$ cat config.mk
export PLATFORM = sky130hd
export DESIGN_NAME = instruction_memory_loader
export DESIGN_NICKNAME = d
export VERILOG_FILES = /design/src/rtl/instruction_memory_loader.sv
export SDC_FILE = /design/constraint.sdc
export NUM_CORES = 1
export LEC_CHECK = 0
export ABC_CLOCK_PERIOD_IN_PS = 2300
export BUFFER_PORTS_ARGS = -buffer_cell sky130_fd_sc_hd__buf_2
export CORE_MARGIN = 2
export CORE_UTILIZATION = 44
export CTS_CLUSTER_DIAMETER = 50
export DETAILED_ROUTE_END_ITERATION = 16
export GPL_TIMING_DRIVEN = 0
export SLEW_MARGIN = 15
export SYNTH_ARGS = -nofsm -noshare
export SYNTH_HDL_FRONTEND = slang
export SYNTH_SLANG_ARGS = --single-unit
$ cat constraint.sdc
create_clock -name clock -period 2.3 [get_ports clock]
set_input_delay 0.115 -clock clock [delete_from_list [all_inputs] [get_ports clock]]
set_output_delay 0.115 -clock clock [all_outputs]
set_load 0.1 [all_outputs]
$ cat src/rtl/instruction_memory_loader.sv
// Host byte-stream loader for the core's instruction memory: assembles big-endian words, writes them
// sequentially, and holds the core in reset until the image is in. Optional checksum: INSTRUCTION_LOADER_CHECKSUM_EN.
`timescale 1ns/1ps
module instruction_memory_loader #(
  parameter int ADDR_WIDTH = 8
) (
  input  logic                  clock,
  input  logic                  reset_n,
  input  logic                  start,
  input  logic                  byte_valid,
  input  logic [7:0]            byte_data,
  output logic                  byte_ready,
  output logic                  memory_write_enable,
  output logic [ADDR_WIDTH-1:0] memory_write_address,
  output logic [31:0]           memory_write_value,
  output logic                  processor_reset,
  output logic                  load_done,
  output logic                  load_error
);

  localparam logic [2:0] S_IDLE   = 3'd0;
  localparam logic [2:0] S_LEN_HI = 3'd1;
  localparam logic [2:0] S_LEN_LO = 3'd2;
  localparam logic [2:0] S_DATA   = 3'd3;
`ifdef INSTRUCTION_LOADER_CHECKSUM_EN
  localparam logic [2:0] S_CHECK  = 3'd4;
`endif
  localparam logic [2:0] S_FLUSH  = 3'd5;
  localparam logic [2:0] S_DONE   = 3'd6;
  localparam logic [2:0] S_ERROR  = 3'd7;

`ifdef INSTRUCTION_LOADER_CHECKSUM_EN
  localparam logic [2:0] S_AFTER_DATA = S_CHECK;
`else
  localparam logic [2:0] S_AFTER_DATA = S_FLUSH;
`endif

  // 17 bits so that DEPTH = 65536 (ADDR_WIDTH = 16) is still representable.
  localparam logic [16:0] DEPTH = 17'd1 << ADDR_WIDTH;

  logic [2:0]          r_state;
  logic [7:0]          r_len_hi;
  logic [15:0]         r_len;
  logic [ADDR_WIDTH:0] r_word_idx;
  logic [1:0]          r_lane;
  logic [23:0]         r_shift;
`ifdef INSTRUCTION_LOADER_CHECKSUM_EN
  logic [7:0]          r_sum;
`endif

  logic [2:0]  w_next;
  logic        w_xfer;
  logic        w_accepting;
  logic        w_last_word;
  logic [15:0] w_len_in;
  logic [31:0] w_word;

  assign w_xfer      = byte_valid && byte_ready;
  assign w_len_in    = {r_len_hi, byte_data};
  assign w_word      = {r_shift, byte_data};
  assign w_last_word = (17'(r_word_idx) + 17'd1) == {1'b0, r_len};

  // NOTE: every always_comb output gets a default first so no path leaves it unassigned (no latch).
  always_comb begin
    w_next = r_state;
    case (r_state)
      S_IDLE, S_DONE, S_ERROR: if (start) w_next = S_LEN_HI;
      S_LEN_HI: if (w_xfer) w_next = S_LEN_LO;
      S_LEN_LO: begin
        if (w_xfer) begin
          if ({1'b0, w_len_in} > DEPTH) w_next = S_ERROR;
          else if (w_len_in == 16'd0)   w_next = S_AFTER_DATA;
          else                          w_next = S_DATA;
        end
      end
      S_DATA: if (w_xfer && r_lane == 2'd3 && w_last_word) w_next = S_AFTER_DATA;
`ifdef INSTRUCTION_LOADER_CHECKSUM_EN
      S_CHECK: if (w_xfer) w_next = (byte_data == r_sum) ? S_FLUSH : S_ERROR;
`endif
      S_FLUSH: w_next = S_DONE;
      default: w_next = S_IDLE;
    endcase
  end

  always_comb begin
    w_accepting = 1'b0;
    case (w_next)
      S_LEN_HI, S_LEN_LO, S_DATA: w_accepting = 1'b1;
`ifdef INSTRUCTION_LOADER_CHECKSUM_EN
      S_CHECK: w_accepting = 1'b1;
`endif
      default: w_accepting = 1'b0;
    endcase
  end

  // Status outputs are registered from the next state so they line up with r_state.
  // NOTE: sequential state uses non-blocking assignments so every register sees pre-edge values.
  always_ff @(posedge clock or negedge reset_n) begin
    if (!reset_n) begin
      r_state              <= S_IDLE;
      r_len_hi             <= '0;
      r_len                <= '0;
      r_word_idx           <= '0;
      r_lane               <= '0;
      r_shift              <= '0;
`ifdef INSTRUCTION_LOADER_CHECKSUM_EN
      r_sum                <= '0;
`endif
      byte_ready           <= 1'b0;
      memory_write_enable  <= 1'b0;
      memory_write_address <= '0;
      memory_write_value   <= '0;
      processor_reset      <= 1'b1;
      load_done            <= 1'b0;
      load_error           <= 1'b0;
    end else begin
      r_state             <= w_next;
      byte_ready          <= w_accepting;
      processor_reset     <= (w_next != S_DONE);
      load_done           <= (w_next == S_DONE);
      load_error          <= (w_next == S_ERROR);
      memory_write_enable <= 1'b0;

      if (r_state == S_LEN_HI && w_xfer) r_len_hi <= byte_data;

      if (r_state == S_LEN_LO && w_xfer) begin
        r_len      <= w_len_in;
        r_word_idx <= '0;
        r_lane     <= '0;
`ifdef INSTRUCTION_LOADER_CHECKSUM_EN
        r_sum      <= '0;
`endif
      end

      if (r_state == S_DATA && w_xfer) begin
        r_shift <= w_word[23:0];
        r_lane  <= r_lane + 2'd1;
`ifdef INSTRUCTION_LOADER_CHECKSUM_EN
        r_sum   <= r_sum + byte_data;
`endif
        if (r_lane == 2'd3) begin
          memory_write_enable  <= 1'b1;
          memory_write_address <= r_word_idx[ADDR_WIDTH-1:0];
          memory_write_value   <= w_word;
          r_word_idx           <= r_word_idx + 1'b1;
        end
      end
    end
  end

endmodule
# Yosys cells after proc, flatten, opt, wreduce, memory -nomap -nowiden
# Cells that the tools add are included.
# totals
register_bits,107
inputBits,12
output_inout_bits,45
# op_classes
addsub,3
n_lt_le_gt_ge,1
n_eq_ne,14
muxes,15
n_reduce_logical,12
# ops
operator,count
two-way mux 9 bit,3
two-way mux 3 bit,6
equality test 10 x 16 -> 1 bit,1
> comparator 16 x 9 -> 1 bit (second input constant),1
zero test 16 bit,1
equality test 3 bit (second input constant),5
one-hot mux 3 bit (5 select lines),1
equality test 3 x 2 -> 1 bit (second input constant),4
adder 9 x 1 -> 10 bit (second input constant),1
adder 9 x 1 -> 9 bit (second input constant),1
equality test 3 x 1 -> 1 bit (second input constant),2
logical AND 1 bit,6
OR reduction 3 bit,2
two-way mux 2 bit,2
zero test 3 bit,1
two-way mux 1 bit,3
inequality test 3 bit (second input constant),1
adder 2 x 1 -> 2 bit (second input constant),1
equality test 2 bit (second input constant),1
AND reduction 2 bit,1
nonzero test 2 bit,1

# Longest topological paths before layout
# depth
word_depth,8
mapped_depth,8
ltp_nobuf,7

# Least setup slack after synthesis
# No wires, ideal clock.
# synth_timing
path_kind,reg-to-reg
start,reg byte_ready
end,reg memory_write_value[11]
setup_time_ns,0.125
arrival_ns,2.175
t_required_ns,2.175
slack_ns,0.000
path_stages_with_launch,7
n_path_buf,2
period_less_slack_ns,2.300
path_cell_list,dfrtp_1 -> and2_1 -> clkbuf_1 -> nand3_2 -> inv_2 -> buf_2 -> mux2_2
# synth_via
elab_chain_cells,3
# synth_rtl
element,line_no,rtl
from (decl),12,"output logic byte_ready,"
from (signal assigned),118,byte_ready <= w_accepting;
logical AND 1 bit,58,assign w_xfer = byte_valid && byte_ready;
logical AND 1 bit,135,if (r_state == S_DATA && w_xfer) begin
AND reduction 2 bit (no source line),n/a,
to (signal assigned),144,memory_write_value <= w_word;
to (decl),15,"output logic [31:0] memory_write_value,"
# Every way passes these cells.
# A chain may end at the register's enable or synchronous reset.

# Final worst setup path
# layout_timing
start,reg r_state[2]
end,reg r_shift[22]
# layout_via
elab_chain_cells,2
# layout_rtl
element,line_no,rtl
from (decl),41,logic [2:0] r_state;
from (signal assigned),117,r_state <= w_next;
equality test 3 x 2 -> 1 bit,135,
logical AND 1 bit,135,
to (signal assigned),136,r_shift <= w_word[23:0];
to (decl),46,logic [23:0] r_shift;
# Every way passes these cells.

==> results by group <==
CTS
  – Skew-Pair Late Insertion Delay: 0.37 ns
  – Reg clk slew, reported paths: 0.11 ns
  – H-Tree Depth: 3
  – CTS root buf: clkbuf_8
  – Clk buf depth: 2
  – Clk sinks: 107
  – Cts bufs inserted: 9
  – CTS tree: built

GRT
  – Wire length of the first global-routing pass: 15,300 µm
  – Gr usage total: 17.6%
  – GRT overflow: 0
  – Initial antenna violation count: 0
  – Pin count of the biggest net entering global routing: 86
  – Number of global-route vias before repair: 2,979

Yosys
  – Synth area leaders: dfrtp_1 58%, mux2_2 17%, nand2_1 5.4%
  – Synth Instances: 370
  – FF+latch count, synth: 107
  – Yosys warns: 0
  – Post-Syn Area per Cell: 12.3 µm²
  – Post-Syn Nets: 384
  – Library cells used by synthesis: 47
  – Cell taking the most area after synthesis: dfrtp_1
  – Post-Syn Area: 4540 µm²
  – Post-synthesis sequential area ratio: 59.0%
  – Top-area cell type share of the netlist area: 58.5%

STA
  – Final setup viols: 0
  – RSZ-0062 raised after global routing: false
  – Final hold violation count: 0
  – Fin Clk Skew: 0.0166 ns
  – Fin. max-slew vios: 0
  – Period utilisation layout: 91.6%
  – Tmin final: 2.11 ns
  – Worst-Margin Slew: 0.621 ns
  – Hold_ws: 0.0148 ns
  – F_max: 0.475 GHz
  – Worst rel slew slack: 58.4%

Worst hold path
  – Hold Crit Start: byte_data[3]
  – Min-Delay Path Class: primary input to flop

Setup path
  – Critical Path Start: r_state[2]
  – CP Data Required Time: 2.55 ns
  – Critical path, cell by cell: nand3b_1 > nor2_1 > buf_2 > mux2_2
  – Crit-path max FO: 10
  – Crit path to: r_shift[22]
  – Startpoint Class: flop
  – Reg2Reg Depth: 4
  – Worst r2r src: r_state[2]
  – Crit. End Element: flop
  – Reg2reg setup slack: 0.19 ns
  – Slowest Stage Delay on Critical Path: 0.50 ns
  – Capturing point of the worst reg2reg path: r_shift[22]
  – Worst Path Arrival: 2.35 ns
  – Crit path kind: flop to flop
  – Crit-path slowest cell: nor2_1

Finish
  – Area Overhead vs Synth: 15.2%
  – Diode count: 0
  – Fin util: 51.3%
  – Non-Filler Instances: 580
  – Fraction of layout instances using a drive strength above 1: 38.1%
  – Final Net Count: 453
  – Finished Cell Area: 5230 µm²

Pwr
  – PwrDens: 1490 nW/µm²
  – Max rail drop VDD: 0.814 mV
  – Leak pwr: 2.52 nW

Detailed routing
  – Vias/cell: 5.18
  – Iteration-0 DRC count of the detailed router: 109
  – Routed len/inst: 15.9 µm
  – Post-route ant nets: 0
  – Initial DRT Pass Iterations: 4
  – Via Count: 3,005
  – DRC Markers: 0
  – Final WL: 9210 µm

Floorplan
  – Die ar.: 11,100 µm²
  – Initial core utilization: 44.6%
  – Core area: 10,200 µm²
  – Top Ports: 57
  – Die X: 106 µm
  – Die Y: 106 µm
  – Site row count: 37

Outcome
  – Status: complete, no violations

Placement
  – Hpwl dp: 6480 µm
  – Placer Congestion: 0.785
  – Placed instance count: 563
  – Placed instance area: 5020 µm²
  – Port bufs: 56

Run
  – Max_cap viols: 0
## flip-flops by register name (all words and copies together), names as in the netlist, 2 cells and up
| register | cells |
|---|---|
| memory_write_address | 8 |
| memory_write_value | 32 |
| r_lane | 2 |
| r_len | 16 |
| r_len_hi | 8 |
| r_shift | 24 |
| r_state | 3 |
| r_word_idx | 9 |
## cells by family after synthesis
| logic type | after synthesis | synth area share, % |
|---|---|---|
| AOI/OAI and AO/OA | 37 | 5.24 |
| buffers and inverters | 24 | 2.62 |
| DFF | 107 | 59.0 |
| and+or+nand+nor | 116 | 12.4 |
| xor gates and xnor gates | 12 | 2.32 |
| muxes | 72 | 17.9 |
| adders and majority gates | 2 | 0.551 |
## placed cells by master, fill, tap and decap left out, types with 2 or more instances in the layout
master / Yosys / routed
dfrtp_1: 106 / 104
mux2_2: 69 / 69
buf_2: 10 / 65
nand2_1: 65 / 65
o21ai_0: 16 / 16
clkbuf_8: 0 / 9
nor2_1: 8 / 8
xnor2_1: 7 / 7
a21oi_1: 7 / 7
nand3_1: 7 / 7
nor4_1: 5 / 5
nor3_1: 5 / 5
xor2_1: 5 / 5
clkbuf_1: 4 / 4
buf_4: 4 / 4
inv_1: 4 / 4
nand3b_1: 3 / 3
and3_1: 3 / 3
mux2_1: 3 / 3
inv_8: 0 / 3
o21a_1: 2 / 2
nand3_2: 2 / 2
or3_1: 2 / 2
nor3b_1: 2 / 2
nor2b_1: 2 / 2
nand2b_1: 2 / 2
and4_1: 2 / 2
o41ai_1: 2 / 2
o31ai_1: 2 / 2
dfrtp_2: 0 / 2
inv_6: 0 / 2
## how the worst min path moves through the flow
stage                                   end  slack, ns  cells past startpoint
floorplan                        byte_ready      -0.18                      0
global placement      memory_write_value[3]       0.40                      3
detailed placement  memory_write_address[2]      -0.02                      1
CTS                   memory_write_value[3]     0.0004                      3
global route          memory_write_value[3]      0.008                      3
finish                memory_write_value[3]       0.01                      3
## what timing repair did
item,CTS,global route
buffers inserted,0,0
gates resized for setup,0,2
setup endpoints to repair,0,1
endpoints found under the hold margin,106,0
hold buffers,1,0
## layout make-up
cell class,count,area [µm²]
fill,941,4960
sequential,107,2680
multi-input combinational,239,1740
timing repair buffer,58,324
tap,136,170
clock buffer,9,124
buffer,19,100
clock inverter,7,65.1
inverter,5,18.8
## report_power, final
part / leakage, nW / switching, W / internal [W]
clock network: 0.0999 / 0.000696 / 0.000426
registers: 1.36 / 0.000471 / 0.00261
logic: 1.06 / 0.00255 / 0.00104
total: 2.52 / 0.00372 / 0.00407
## metal layers
layer  vias up  global-route usage, %  share of wire [%]  routed length, µm
met3        17                   3.83                3.5                320
met4         0                   6.48                2.3                213
li1       1417                      -                  -                  -
met5         -                      0                  0                  0
met2        61                   26.3                 45               4190
met1      1510                   25.2                 49               4490
## critical path, delay by kind of cell, from the launching register on
| kind | cells | cell delay [ns] |
|---|---|---|
| muxes | 1 | 0.37 |
| buffers and inverters | 1 | 0.40 |
| DFF | 1 | 0.49 |
| and+or+nand+nor | 2 | 0.72 |
## synthesized netlist by cell type (all sizes together)
| library cell | count |
|---|---|
| a211oi | 1 |
| or2 | 2 |
| or3 | 2 |
| dfstp | 1 |
| a21bo | 1 |
| nand3 | 9 |
| xor2 | 5 |
| inv | 5 |
| o21ai | 16 |
| buf | 14 |
| a21oi | 7 |
| nand3b | 3 |
| and3b | 1 |
| xnor2 | 7 |
| nand2 | 65 |
| and2 | 1 |
| and4 | 2 |
| clkbuf | 5 |
| dfrtp | 106 |
| nor3 | 5 |
| a2111oi | 1 |
| mux2 | 72 |
| a221oi | 1 |
| o41a | 1 |
| o2111a | 1 |
| and3 | 3 |
| nor3b | 3 |
| nor4 | 5 |
| o41ai | 2 |
| nand2b | 2 |
| o31ai | 2 |
| nor2 | 9 |
| o21a | 2 |
| a211o | 1 |
| nand4 | 2 |
| nor2b | 2 |
| ha | 2 |
| o31a | 1 |
## per-stage QoR
| step | power [W] | setup WS [ns] | setup TNS (ns) |
|---|---|---|---|
| floorplan | 0.00602 | 0.281 | 0 |
| finish | 0.00779 | 0.194 | 0 |
| detailed placement | 0.00673 | 0.115 | 0 |
| CTS | 0.00785 | 0.0923 | 0 |
| global route | 0.00821 | 0.0465 | 0 |
| global placement | 0.00663 | -0.256 | -7.30 |
No activity file was read; power rests on OpenSTA's default activity.
